--- src/rtl/input_conditioner.sv ---
// input_conditioner: synchronises and debounces the push buttons and slide
// switches. Every bit has its own stability counter, and all bits share one
// prescaler. The block delivers clean levels plus single-cycle edge pulses.
// Buttons and switches are packed into one vector internally (buttons in the
// low bits) so that both kinds of bit go through the same per-bit logic.

module input_conditioner #(
    parameter int N_BTN        = 2,
    parameter int N_SW         = 10,
    parameter int TICK_CYCLES  = 50000,
    parameter int STABLE_TICKS = 10
) (
    input  logic              clk,
    input  logic              rst_,
    input  logic [N_BTN-1:0]  btn_raw_,
    input  logic [N_SW-1:0]   sw_raw,
    output logic [N_BTN-1:0]  btn_,
    output logic [N_BTN-1:0]  btn_press,
    output logic [N_BTN-1:0]  btn_release,
    output logic [N_SW-1:0]   sw,
    output logic [N_SW-1:0]   sw_change,
    output logic              valid
);

    localparam int N  = N_BTN + N_SW;
    localparam int PW = (TICK_CYCLES > 1) ? $clog2(TICK_CYCLES) : 1;
    localparam int CW = $clog2(STABLE_TICKS + 1);

    // Idle level of every bit: buttons are active-low (idle 1), switches idle 0.
    localparam logic [N-1:0] IDLE_VAL = {{N_SW{1'b0}}, {N_BTN{1'b1}}};

    localparam logic [PW-1:0] TICK_LAST   = PW'(TICK_CYCLES - 1);
    localparam logic [CW-1:0] STABLE_LAST = CW'(STABLE_TICKS - 1);

    logic [N-1:0]     raw;
    logic [N-1:0]     meta_q;
    logic [N-1:0]     sync_q;
    logic [PW-1:0]    presc_q;
    logic             tick;
    logic [CW-1:0]    init_q;
    logic             valid_q;
    logic [N-1:0]     deb_q;
    logic [N-1:0]     deb_d;
    logic [CW-1:0]    cnt_q [N];
    logic [CW-1:0]    cnt_d [N];
    logic [N-1:0]     edge_d;
    logic [N_BTN-1:0] press_q;
    logic [N_BTN-1:0] release_q;
    logic [N_SW-1:0]  change_q;

    assign raw  = {sw_raw, btn_raw_};
    assign tick = (presc_q == TICK_LAST);

    // Two-flop synchroniser on every raw pin. Each flop resets to the bit's idle level.
    always_ff @(posedge clk or negedge rst_) begin
        if (!rst_) begin
            meta_q <= IDLE_VAL;
            sync_q <= IDLE_VAL;
        end else begin
            // NOTE: non-blocking assignments make sync_q take the old meta_q,
            // so the chain really is two stages deep.
            meta_q <= raw;
            sync_q <= meta_q;
        end
    end

    // Shared prescaler. It wraps at TICK_CYCLES-1, and tick marks the wrap cycle.
    always_ff @(posedge clk or negedge rst_) begin
        if (!rst_) begin
            presc_q <= '0;
        end else if (tick) begin
            presc_q <= '0;
        end else begin
            presc_q <= presc_q + PW'(1);
        end
    end

    // Init phase: count STABLE_TICKS ticks, then raise valid. Once valid is high,
    // the counter freezes.
    always_ff @(posedge clk or negedge rst_) begin
        if (!rst_) begin
            init_q  <= '0;
            valid_q <= 1'b0;
        end else if (!valid_q && tick) begin
            init_q <= init_q + CW'(1);
            if (init_q == STABLE_LAST) begin
                valid_q <= 1'b1;
            end
        end
    end

    // Per-bit qualification. During init the debounced state simply tracks the
    // synchronised input.
    always_comb begin
        // NOTE: every output of this block gets a default first, so no path
        // through the loop can leave a value unassigned and infer a latch.
        deb_d  = deb_q;
        edge_d = '0;
        for (int i = 0; i < N; i++) begin
            cnt_d[i] = cnt_q[i];
        end

        if (!valid_q) begin
            deb_d = sync_q;
            for (int i = 0; i < N; i++) begin
                cnt_d[i] = '0;
            end
        end else begin
            for (int i = 0; i < N; i++) begin
                if (sync_q[i] == deb_q[i]) begin
                    // A bounce back to the accepted level restarts qualification.
                    cnt_d[i] = '0;
                end else if (tick) begin
                    if (cnt_q[i] == STABLE_LAST) begin
                        deb_d[i]  = sync_q[i];
                        cnt_d[i]  = '0;
                        edge_d[i] = 1'b1;
                    end else begin
                        cnt_d[i] = cnt_q[i] + CW'(1);
                    end
                end
            end
        end
    end

    // Debounced state, counters and edge pulses. The pulses are registered so
    // that they line up with the first cycle of the new level.
    always_ff @(posedge clk or negedge rst_) begin
        if (!rst_) begin
            deb_q <= IDLE_VAL;
            // NOTE: cnt_q is a bank of flops rather than a RAM, so it takes the
            // asynchronous reset like any other state. This discards any pending
            // qualification.
            for (int i = 0; i < N; i++) begin
                cnt_q[i] <= '0;
            end
            press_q   <= '0;
            release_q <= '0;
            change_q  <= '0;
        end else begin
            deb_q <= deb_d;
            for (int i = 0; i < N; i++) begin
                cnt_q[i] <= cnt_d[i];
            end
            press_q   <= edge_d[N_BTN-1:0] & ~deb_d[N_BTN-1:0];
            release_q <= edge_d[N_BTN-1:0] &  deb_d[N_BTN-1:0];
            change_q  <= edge_d[N-1:N_BTN];
        end
    end

    assign btn_        = deb_q[N_BTN-1:0];
    assign sw          = deb_q[N-1:N_BTN];
    assign btn_press   = press_q;
    assign btn_release = release_q;
    assign sw_change   = change_q;
    assign valid       = valid_q;

endmodule

--- config.mk ---
export PLATFORM = sky130hd
export DESIGN_NAME = input_conditioner
export DESIGN_NICKNAME = d
export VERILOG_FILES = /design/src/rtl/input_conditioner.sv
export SDC_FILE = /design/constraint.sdc
export NUM_CORES = 1
export LEC_CHECK = 0
export CELL_PAD_IN_SITES_DETAIL_PLACEMENT = 1
export CELL_PAD_IN_SITES_GLOBAL_PLACEMENT = 1
export CORE_ASPECT_RATIO = 1.25
export CORE_MARGIN = 2
export CORE_UTILIZATION = 50
export DETAILED_ROUTE_END_ITERATION = 8
export GPL_ROUTABILITY_DRIVEN = 0
export HOLD_SLACK_MARGIN = 0.12
export PLACE_DENSITY = 0.81
export SYNTH_ARGS = -nofsm -noshare
export SYNTH_HDL_FRONTEND = slang
export SYNTH_SLANG_ARGS = --single-unit
--- constraint.sdc ---
create_clock -name clk -period 4.2 [get_ports clk]
set_input_delay 0.42 -clock clk [delete_from_list [all_inputs] [get_ports clk]]
set_output_delay 0.42 -clock clk [all_outputs]
set_load 0.01 [all_outputs]
==> results of run 1 <==
per-stage QoR:
step	instances	util [%]	area (um2)	hold slack, ns
after global placement	685	55.20	6058	0.3321
after floorplan	526	-	5574	0.1244
final	716	60.65	6656	0.1188
after detailed placement	685	55.20	6058	0.3396
after CTS	716	60.65	6656	0.1432
after global routing	716	60.65	6656	0.1984
layout by cell type (no fill, tap or decap), types with 3 or more instances in the layout:
master | netlist | routed
nor3_1 | 12 | 12
dfrtp_1 | 113 | 113
nor3b_1 | 5 | 5
clkbuf_8 | 0 | 3
nand2_1 | 66 | 66
or3_1 | 25 | 25
o31ai_1 | 12 | 12
clkinv_2 | 0 | 6
ha_1 | 27 | 27
nor2_1 | 24 | 24
buf_4 | 4 | 7
a21oi_1 | 44 | 44
a41oi_1 | 12 | 12
xor2_1 | 20 | 20
o21ai_0 | 13 | 13
or2_2 | 12 | 12
dfstp_2 | 6 | 6
nand4_1 | 14 | 14
a311oi_1 | 12 | 12
and3_1 | 6 | 6
or4b_1 | 5 | 5
bufinv_16 | 0 | 3
nand3_1 | 30 | 30
mux2_2 | 12 | 12
xnor2_1 | 8 | 8
clkdlybuf4s50_1 | 0 | 39
clkbuf_16 | 0 | 17
inv_1 | 14 | 14
state kept, by name, summed over array words and instances, names as in the netlist:
name,cells
sw_change,10
valid,1
btn_release,2
init_q,4
cnt_q,48
meta_q,12
btn_press,2
presc_q,16
deb_q,12
sync_q,12
cell families after synthesis:
logic type | count (synthesis) | synth area share [%]
XOR/XNOR | 28 | 4.400
AO/OA/AOI/OAI | 94 | 10.68
adder cells (fa/ha/maj) | 27 | 6.061
AND/OR/NAND/NOR | 209 | 19.46
buffers and inverters | 36 | 3.232
flip-flops | 119 | 53.56
multiplexers | 13 | 2.604
report_power, final:
group          internal (mW)  leakage, nW  switching, mW  total [mW]
combinational         0.0302        0.944         0.0346      0.0649
clock                  0.968        0.298          0.506        1.47
sequential              1.17         1.56         0.0124        1.18
total                   2.17         2.80          0.553        2.72
worst reg2reg max path: stages (launching register included):
cell	delay, ns
dfrtp_1	0.39
ha_1	0.21
and3_1	0.30
nand3_2	0.65
o31ai_1	0.54
mux2_2	0.39
worst max-delay path by stage:
stage	startpoint	to	slack, ns	cells past startpoint
after CTS	valid	valid	1.44	1
after global routing	valid	valid	1.38	1
after global placement	presc_q[0]	deb_q[11]	1.74	5
final	valid	valid	1.45	1
after detailed placement	presc_q[0]	deb_q[6]	1.62	5
after floorplan	presc_q[0]	deb_q[10]	2.36	7
area by class of cell:
cell class	instances	area, um2
tap	135	168.9
sequential	119	2985
multi-input combinational	371	2409
inverter	14	52.55
clock buffer	21	470.5
fill	1175	4319
timing repair buffer	46	442.9
clock inverter	10	127.6
routing by layer:
layer  wire length (um)  share of wire, %  vias up  track usage, %
li1                   -                 -     1972               -
met1               6015                42     2219           31.72
met2               7608                53       69           45.37
met3                428               3.0       34           5.909
met4                398               2.8        0           11.47
met5                  0                 0        -               0
==> results.ini, run 1 <==
[floorplan]
core_um2 = 10980
dieHeight_um = 122.1
io_pins = 41
num_rows = 43
die_x_um = 98.44
dieArea_um2 = 12010
initial_utilization_pct = 50.79

[synthesis]
yosysWarnings = 0
synthCells = 526
synth_top_area_share_pct = 50.73
synthesis.nets = 567
synth_area_leaders = dfrtp_1, ha_1, nand2_1, a21oi_1, xor2_1
ys_ff_latch = 119
synth_area_um2 = 5574
syn_area_per_cell_um2 = 10.60
ys_seq_area_share_pct = 53.56
async_flop_share_pct = 100.0
yosysUniqueCellTypes = 35
synth_most_common_cell = dfrtp_1
netlist_top_cells_count = dfrtp_1, nand2_1, a21oi_1
yosys.area.top_type = dfrtp_1
synth_edf_count = 0
synth-main-ff-cell = dfrtp_1

[sta]
grt_setup_unrepaired = no
worst_slew_pin_slew_ns = 1.215
worst_slack_ns = 1.451
finalCritPeriodShare_pct = 65.46
drv_slew = 0
hold_violations = 0
relSlewSlack_pct = 19.00
tns_ns = 0
timing.fmax_mhz = 363.7
fin_worst_skew_ns = 0.008882
setup_viol = 0
min_period_ns = 2.749

[clock_tree]
cts_buffers = 17
cts_tree = built
root_buffer = clkbuf_16
clock_sinks = 119
postCtsHoldBufs = 0
cts.clk_slew.worst_paths_ns = 0.06
cts_max_path_buffers = 2
clk_latency_ns = 0.42
htreeDepth = 4
cts.repair.resized = 0
cts_setup_buffers = 0

[finish]
antenna_cells = 0
nets = 610
drive_above_1_share_pct = 12.05
area_growth_pct = 19.42

[worst_setup_path]
crit_fanout = 31
worstReg2RegEnd = deb_q[6]
critPathBufInv = 1
critPathMaxStageDelay_ns = 1.14
cp-start-kind = flop
required_ns = 3.78
arrival_ns = 2.33
critPathKind = reg2out
path_delay_family = flip-flops
r2r-start = presc_q[0]
ff2ff_setup_slack_ns = 1.60
rr_worst_depth = 5
slowest_stage = dfrtp_1
crit_path_end_kind = output port
cp_cell_sequence = clkdlybuf4s50_1

[placement]
dp_slack_ns = 1.617
hpwlAfterDp_mm = 8.772
portBuffers = 40

[power_and_ir_drop]
p_per_area_nw_per_um2 = 408.5
peakVddDrop_mv = 0.2617
p_leak_nw = 2.800
finalPower_mw = 2.719

[route]
drt-total-wl_mm = 14.45
ant_nets = 0
drc = 0
first_pass_iters = 4
vias = 4294
drtIter0Drc = 201
wire_per_inst_um = 20.18
vias_per_cell = 5.997

[global_routing]
grt_pass1_vias = 4764
grt_first_pass_wirelength_mm = 24.36
grt_use_total_pct = 26.32
globalRouteOverflowTotal = 0
grt_max_degree = 67
antenna_found_initial = 0

[worst_hold_path]
hold_path_class = in2async

[run]
max-cap-violations = 0

[run_status]
status = completed

(Power assumes the default switching activity.)
==> run 2: changes to the inputs <==
- CORE_UTILIZATION: 50 -> 47
- PLACE_DENSITY: 0.81 -> 0.76
- clock period: 4.2 -> 2.7 ns (I/O delays scaled with it)
==> run 2 against run 1 <==
Final cell count rose by 4.6%. Hold slack improved by 0.15 ns. Sequential power up 56%. Final area rose by 2.3%. Die area rose by 6.1%. Critical path depth increased by 5. Wire length fell by 1.2%. Clock skew decreased by 0.0024 ns. Clock power grew 65%. Non-clock buffer count increased by 6. Critical path type is now reg2reg. Largest power group unchanged. Highest routed layer unchanged.
==> results.ini, run 2 (synthesis gave the netlist of run 1 again) <==
[route]
vias_per_cell = 5.762  ; was 5.997
drc = 0  ; unchanged
drtIter0Drc = 156  ; was 201
ant_nets = 0  ; unchanged
vias = 4316  ; was 4,294
wire_per_inst_um = 19.06  ; was 20.18 um
drt-total-wl_mm = 14.28  ; was 14.45 mm
first_pass_iters = 4  ; unchanged

[floorplan]
dieArea_um2 = 12750  ; was 12,010 um2
dieHeight_um = 125.8  ; was 122.1 um
initial_utilization_pct = 47.99  ; was 50.79%
die_x_um = 101.4  ; was 98.44 um
io_pins = 41  ; unchanged
num_rows = 44  ; was 43
core_um2 = 11620  ; was 10,980 um2

[clock_tree]
htreeDepth = 4  ; unchanged
cts.clk_slew.worst_paths_ns = 0.05  ; was 0.06 ns
cts_max_path_buffers = 2  ; unchanged
cts_tree = built  ; unchanged
cts_buffers = 17  ; unchanged
clock_sinks = 119  ; unchanged
clk_latency_ns = 0.41  ; was 0.42 ns
root_buffer = clkbuf_16  ; unchanged
cts_setup_buffers = 0  ; unchanged

[worst_setup_path]
crit_path_end_kind = flop  ; was output port
slowest_stage = dfrtp_1  ; unchanged
critPathBufInv = 1  ; unchanged
critPathMaxStageDelay_ns = 0.38  ; was 1.14 ns
path_delay_family = simple AND/OR/NAND/NOR gates  ; was flip-flops
crit_fanout = 46  ; was 31
cp-start-kind = flop  ; unchanged
cp_cell_sequence = ha_1 -> and3_1 -> nand4_1 -> buf_12 -> or3_1 -> a21oi_1  ; was clkdlybuf4s50_1
arrival_ns = 2.53  ; was 2.33 ns
required_ns = 3.02  ; was 3.78 ns
critPathKind = reg2reg  ; was reg2out

[finish]
nets = 616  ; was 610
top_regs = cnt_q: 48 flops, presc_q: 16 flops  ; unchanged
multiInputGateArea_um2 = 2409  ; unchanged
regArea_um2 = 2985  ; unchanged
drive_above_1_share_pct = 12.59  ; was 12.05%
area_growth_pct = 22.18  ; was 19.42%
layout_common_cells = dfrtp_1, nand2_1, a21oi_1  ; unchanged
finalCoreUtilization_pct = 58.63  ; was 60.65%
largest_register_ffs = 48  ; unchanged
fill_cells = 1240  ; was 1,175
stdcell_count = 749  ; was 716
antenna_cells = 0  ; unchanged
regMostFlops = cnt_q  ; unchanged
fin_area_um2 = 6810  ; was 6656 um2
layout_commonest_cell = dfrtp_1  ; unchanged

[sta]
drv_slew = 0  ; unchanged
finalCritPeriodShare_pct = 82.14
tns_ns = 0  ; unchanged
relSlewSlack_pct = 53.44  ; was 19.00%
setup_viol = 0  ; unchanged
grt_setup_unrepaired = no  ; unchanged
hold_slack_ns = 0.2673  ; was 0.1188 ns
fin_worst_skew_ns = 0.006453  ; was 0.008882 ns
min_period_ns = 2.218
timing.fmax_mhz = 450.9
worst_slew_pin_slew_ns = 0.6983  ; was 1.215 ns
worst_slack_ns = 0.4822  ; was 1.451 ns
hold_violations = 0  ; unchanged

[global_routing]
antenna_found_initial = 0  ; unchanged
grt_max_degree = 53  ; was 67
globalRouteOverflowTotal = 0  ; unchanged
grt_first_pass_wirelength_mm = 23.56  ; was 24.36 mm
grt_pass1_vias = 4623  ; was 4,764
grt_use_total_pct = 23.78  ; was 26.32%

[power_and_ir_drop]
p_per_area_nw_per_um2 = 640.7  ; was 408.5 nW/um2
peakVddDrop_mv = 0.3804  ; was 0.2617 mV
p_leak_nw = 2.858  ; was 2.800 nW
finalPower_mw = 4.363  ; was 2.719 mW

[run]
max-cap-violations = 0  ; unchanged

[worst_hold_path]
hold_path_class = in2reg  ; was in2async

[placement]
dpl.cell_count = 716  ; was 685
portBuffers = 40  ; unchanged
place_area_um2 = 6166  ; was 6058 um2
dp_slack_ns = 0.5185  ; was 1.617 ns
hpwlAfterDp_mm = 8.767  ; was 8.772 mm

[run_status]
status = completed  ; unchanged

[run 2: cell count changes in the layout (fill, tap and decap cells not counted), sizes merged]
| cell | change |
|---|---|
| bufinv | +1 |
| dlygate4sd3 | +1 |
| clkbuf | +3 |
| clkinv | -3 |
| buf | +5 |
[run 2: timing repair]
action,in CTS,in global routing
hold endpoints to repair,48,0
hold buffers,1,0
resized for setup,0,0
[run 2: final cells by class]
class / count / area share (%)
Clock inverter: 8 / 2.094
Sequential cell: 119 / 43.84
Multi-Input combinational cell: 371 / 35.37
Inverter: 14 / 0.7716
Clock buffer: 24 / 7.220
Tap cell: 161 / 2.958
Timing Repair Buffer: 52 / 7.753
[run 2: final timing paths]
path	start	endpoint	slack [ns]	cells after the start
setup / recovery	presc_q[0]	cnt_q[20]	0.48	6
hold / removal	btn_raw_[1]	meta_q[1]	0.27	1
setup reg to reg	presc_q[0]	cnt_q[20]	0.48	6
hold reg to reg	meta_q[7]	sync_q[7]	0.35	0
max in group asynchronous	rst_	deb_q[0]	1.53	3
min in group asynchronous	rst_	cnt_q[17]	0.47	2
[run 2: routing by layer]
metal / share of wire [%] / routed length, um / global-route usage (%)
met5: 0 / 0 / 0
met4: 2.0 / 283 / 8.108
met3: 2.4 / 337 / 4.495
met2: 53 / 7609 / 40.90
met1: 42 / 6045 / 29.79
[run 2: report_power, final]
| group | leakage [nW] | internal, mW | switching, mW | total, mW |
|---|---|---|---|---|
| Clock | 0.310 | 1.64 | 0.781 | 2.42 |
| Combinational | 0.989 | 0.0520 | 0.0547 | 0.107 |
| Sequential | 1.56 | 1.82 | 0.0207 | 1.84 |
==> run 3: changes to the inputs <==
- clock period: 2.7 -> 2.3 ns (I/O delays scaled with it)
==> run 3 against run 2 <==
Clock power barely moved. Hold slack worse by 0.045 ns. Clock skew rose by 0.0049 ns. Power grew 7.6%. Non-clock buffer count up 8. Highest routed layer unchanged.
==> results.ini, run 3 (synthesis gave the netlist of run 1 again) <==
[placement]
dp_slack_ns = 0.1341  ; was 0.5185 ns
place_area_um2 = 6206  ; was 6166 um2
portBuffers = 40  ; unchanged
dpl.cell_count = 723  ; was 716
hpwlAfterDp_mm = 9.293  ; was 8.767 mm

[power_and_ir_drop]
p_per_area_nw_per_um2 = 694.2  ; was 640.7 nW/um2
p_leak_nw = 2.841  ; was 2.858 nW
finalPower_mw = 4.693  ; was 4.363 mW
peakVddDrop_mv = 0.4763  ; was 0.3804 mV

[worst_setup_path]
cp-start-kind = flop  ; unchanged
crit_path_end_kind = flop  ; unchanged
arrival_ns = 2.41  ; was 2.53 ns
required_ns = 2.60  ; was 3.02 ns
crit_fanout = 7  ; was 46
critPathKind = reg2reg  ; unchanged

[route]
first_pass_iters = 4  ; unchanged
vias_per_cell = 5.614  ; was 5.762
ant_nets = 0  ; unchanged
drt-total-wl_mm = 13.69  ; was 14.28 mm
vias = 4250  ; was 4,316
drtIter0Drc = 142  ; was 156
drc = 0  ; unchanged
wire_per_inst_um = 18.08  ; was 19.06 um

[run]
max-cap-violations = 0  ; unchanged

[sta]
grt_setup_unrepaired = no  ; unchanged
min_period_ns = 2.110  ; was 2.218 ns
setup_viol = 0  ; unchanged
worst_slew_pin_slew_ns = 0.4234  ; was 0.6983 ns
hold_slack_ns = 0.2225  ; was 0.2673 ns
finalCritPeriodShare_pct = 91.72  ; was 82.14%
fin_worst_skew_ns = 0.01137  ; was 0.006453 ns
hold_violations = 0  ; unchanged
timing.fmax_mhz = 474.0  ; was 450.9 MHz
relSlewSlack_pct = 71.77  ; was 53.44%
tns_ns = 0  ; unchanged
drv_slew = 0  ; unchanged
worst_slack_ns = 0.1904  ; was 0.4822 ns

[floorplan]
die_x_um = 101.4  ; unchanged
core_um2 = 11620  ; unchanged
dieHeight_um = 125.8  ; unchanged
num_rows = 44  ; unchanged
initial_utilization_pct = 47.99  ; unchanged
io_pins = 41  ; unchanged
dieArea_um2 = 12750  ; unchanged

[global_routing]
grt_max_degree = 47  ; was 53
grt_pass1_vias = 4602  ; was 4,623
grt_first_pass_wirelength_mm = 22.98  ; was 23.56 mm
globalRouteOverflowTotal = 0  ; unchanged
grt_use_total_pct = 23.42  ; was 23.78%
antenna_found_initial = 0  ; unchanged

[clock_tree]
htreeDepth = 4  ; unchanged
cts_max_path_buffers = 2  ; unchanged
cts_buffers = 17  ; unchanged
clock_sinks = 119  ; unchanged
cts_tree = built  ; unchanged
cts.clk_slew.worst_paths_ns = 0.05  ; about the same
root_buffer = clkbuf_16  ; unchanged
clk_latency_ns = 0.43  ; was 0.41 ns

[finish]
fill_cells = 1263  ; was 1,240
finalCoreUtilization_pct = 58.20  ; was 58.63%
fin_area_um2 = 6760  ; was 6810 um2
top_regs = cnt_q: 48 flops, presc_q: 16 flops  ; unchanged
layout_commonest_cell = dfrtp_1  ; unchanged
area_growth_pct = 21.28  ; was 22.18%
drive_above_1_share_pct = 12.92  ; was 12.59%
stdcell_count = 757  ; was 749
largest_register_ffs = 48  ; unchanged
regMostFlops = cnt_q  ; unchanged
nets = 624  ; was 616
layout_common_cells = dfrtp_1, nand2_1, a21oi_1  ; unchanged
antenna_cells = 0  ; unchanged

[run_status]
status = completed  ; unchanged

[worst_hold_path]
hold_path_class = in2reg  ; unchanged

[run 3: changes by cell type in the layout (fill, tap and decap cells not counted), sizes merged]
cell / change
clkbuf: +4
buf: +8
clkinvlp: -1
bufinv: -3
[run 3: what timing repair did]
action,4_1_cts,5_1_grt
endpoints found under the hold margin,60,0
hold buffers,1,0
endpoints found under the setup margin,0,15
resized for setup,0,1
setup buffers,0,1
[run 3: layout make-up]
cell class / instances / area, um2 / area share (%)
Sequential cell: 119 / 2985 / 44.16
Multi-Input combinational cell: 371 / 2414 / 35.70
Timing Repair Buffer: 60 / 575.6 / 8.514
Clock buffer: 28 / 486.7 / 7.200
Tap cell: 161 / 201.4 / 2.980
Inverter: 14 / 52.55 / 0.7773
Clock inverter: 4 / 45.04 / 0.6663
[run 3: worst paths after layout]
path	startpoint	to	slack, ns	cells after the start
setup reg to reg	presc_q[13]	deb_q[3]	0.19	5
min in group asynchronous	rst_	sw_change[6]	0.26	2
hold reg to reg	meta_q[7]	sync_q[7]	0.34	0
setup / recovery	presc_q[13]	deb_q[3]	0.19	5
hold / removal	btn_raw_[0]	meta_q[0]	0.22	1
max in group asynchronous	rst_	meta_q[1]	1.28	3
[run 3: where the power goes]
group | internal [mW] | switching, mW
clock network | 1.53 | 0.879
logic | 0.0599 | 0.0640
registers | 2.13 | 0.0226
[run 3: critical path: stages (launching register included)]
cell and delay (ns):
dfrtp_1 0.41, and4bb_1 0.38, nand2_1 0.25, buf_4 0.25, o31ai_1 0.32, mux2_2 0.37
[run 3: per-layer routing]
| layer | track usage (%) | share of wire, % |
|---|---|---|
| met5 | 0 | 0 |
| met2 | 40.48 | 53 |
| met3 | 5.327 | 2.4 |
| met1 | 28.19 | 43 |
| met4 | 8.744 | 1.8 |
==> edit: new RTL, config.mk and constraints of run 3 <==
Add an input register stage for `sw_raw`, with the module's reset; this delays it by one clock. The other inputs are not delayed to match.
--- a/src/rtl/input_conditioner.sv
+++ b/src/rtl/input_conditioner.sv
@@ -34,2 +34,12 @@
 
+    logic [N_SW-1:0] sw_raw_q;
+
+    always_ff @(posedge clk or negedge rst_) begin
+        if (!rst_) begin
+            sw_raw_q <= '0;
+        end else begin
+            sw_raw_q <= sw_raw;
+        end
+    end
+
     logic [N-1:0]     raw;
@@ -50,3 +60,3 @@
 
-    assign raw  = {sw_raw, btn_raw_};
+    assign raw  = {sw_raw_q, btn_raw_};
     assign tick = (presc_q == TICK_LAST);
Function: changed (a bounded check fails within 4 cycles, from zero or initial values and one cycle with rst_ low).
==> edit against run 3 <==
- total power up 7.0%
- routed wire length down 7.5%
- largest power group unchanged
- largest cell class unchanged
- worst hold slack worse by 0.0041 ns
- setup slack better by 0.014 ns
- sequential share of layout area up 2.8 points
- clock power up 6%
- synthesized area up 1.9%
- design area up 1.9%
- count of clock-buffer cells in the layout down 1
- core utilization up 0.55 points
- sequential cell count up 10
==> edit: results <==
INSERT INTO impl_metrics (metric_group, metric, value, unit) VALUES
('status', 'run_status', 'completed', ''),
('setup_path', 'reg2reg_launch_point', 'presc_q[0]', ''),
('yosys', 'synth_fp_nets', '554', ''),
('global_route', 'grt_max_degree', '52', ''),
('layout', 'buffer_area_share', '7.63', '%'),
('layout', 'clock_buffers', '27', ''),
('power', 'leakagePower', '2.92', 'nW'),
('detailed_routing', 'route.layer.met1.wl', '5.40', 'mm'),
('layout', 'num-multi-input-gates', '339', ''),
('timing', 'timing.hold.ws', '0.218', 'ns'),
('global_route', 'use_met3', '6.01', '%'),
('layout', 'clockNetworkAreaShare', '8.17', '%'),
('power', 'powerDensity', '729', 'mW/mm^2'),
('layout', 'buffers', '50', ''),
('global_route', 'grt.total_usage', '22.0', '%'),
('global_route', 'groute.layer.met2.usage', '38.0', '%'),
('power', 'power_switching_share', '20.3', '%'),
('placement', 'placed_cell_area', '0.00632', 'sq mm'),
('layout', 'drive_above_1_share', '12.5', '%'),
('yosys', 'synth_seq_area_share', '57.0', '%'),
('layout', 'area.share.sequential', '47.0', '%'),
('power', 'power.sequential.fraction', '46.7', '%'),
('yosys', 'avgSynthCellArea', '11.1', 'sq um'),
('yosys', 'synth_top_cells_by_area', 'sky130_fd_sc_hd__dfrtp_1 (54%), sky130_fd_sc_hd__ha_1 (5.9%), sky130_fd_sc_hd__nand2_1 (4.0%), sky130_fd_sc_hd__xor2_1 (3.4%), sky130_fd_sc_hd__a21oi_1 (3.2%)', ''),
('setup_path', 'setup.worst_path.start', 'presc_q[0]', '');
==> edit: changes by cell type after synthesis, moves of 4 or more <==
cell,run 3,this run
sky130_fd_sc_hd__nand4_1,14,4
sky130_fd_sc_hd__a21oi_1,44,36
sky130_fd_sc_hd__inv_1,14,28
sky130_fd_sc_hd__nand3_1,30,18
sky130_fd_sc_hd__o31ai_1,12,0
sky130_fd_sc_hd__and3_1,6,2
sky130_fd_sc_hd__nand2_1,66,61
sky130_fd_sc_hd__nand4b_1,0,12
sky130_fd_sc_hd__dfrtp_1,113,123
sky130_fd_sc_hd__or4b_1,5,0
sky130_fd_sc_hd__o21ai_0,13,22
==> edit: logic make-up after synthesis <==
group / Yosys count / synth area share, %
xor+xnor: 29 / 4.47
simple gates: 183 / 17.0
buf+inv: 45 / 3.46
mux: 13 / 2.56
compound gates: 87 / 9.56
flops: 129 / 57.0
fa+ha+maj: 27 / 5.95
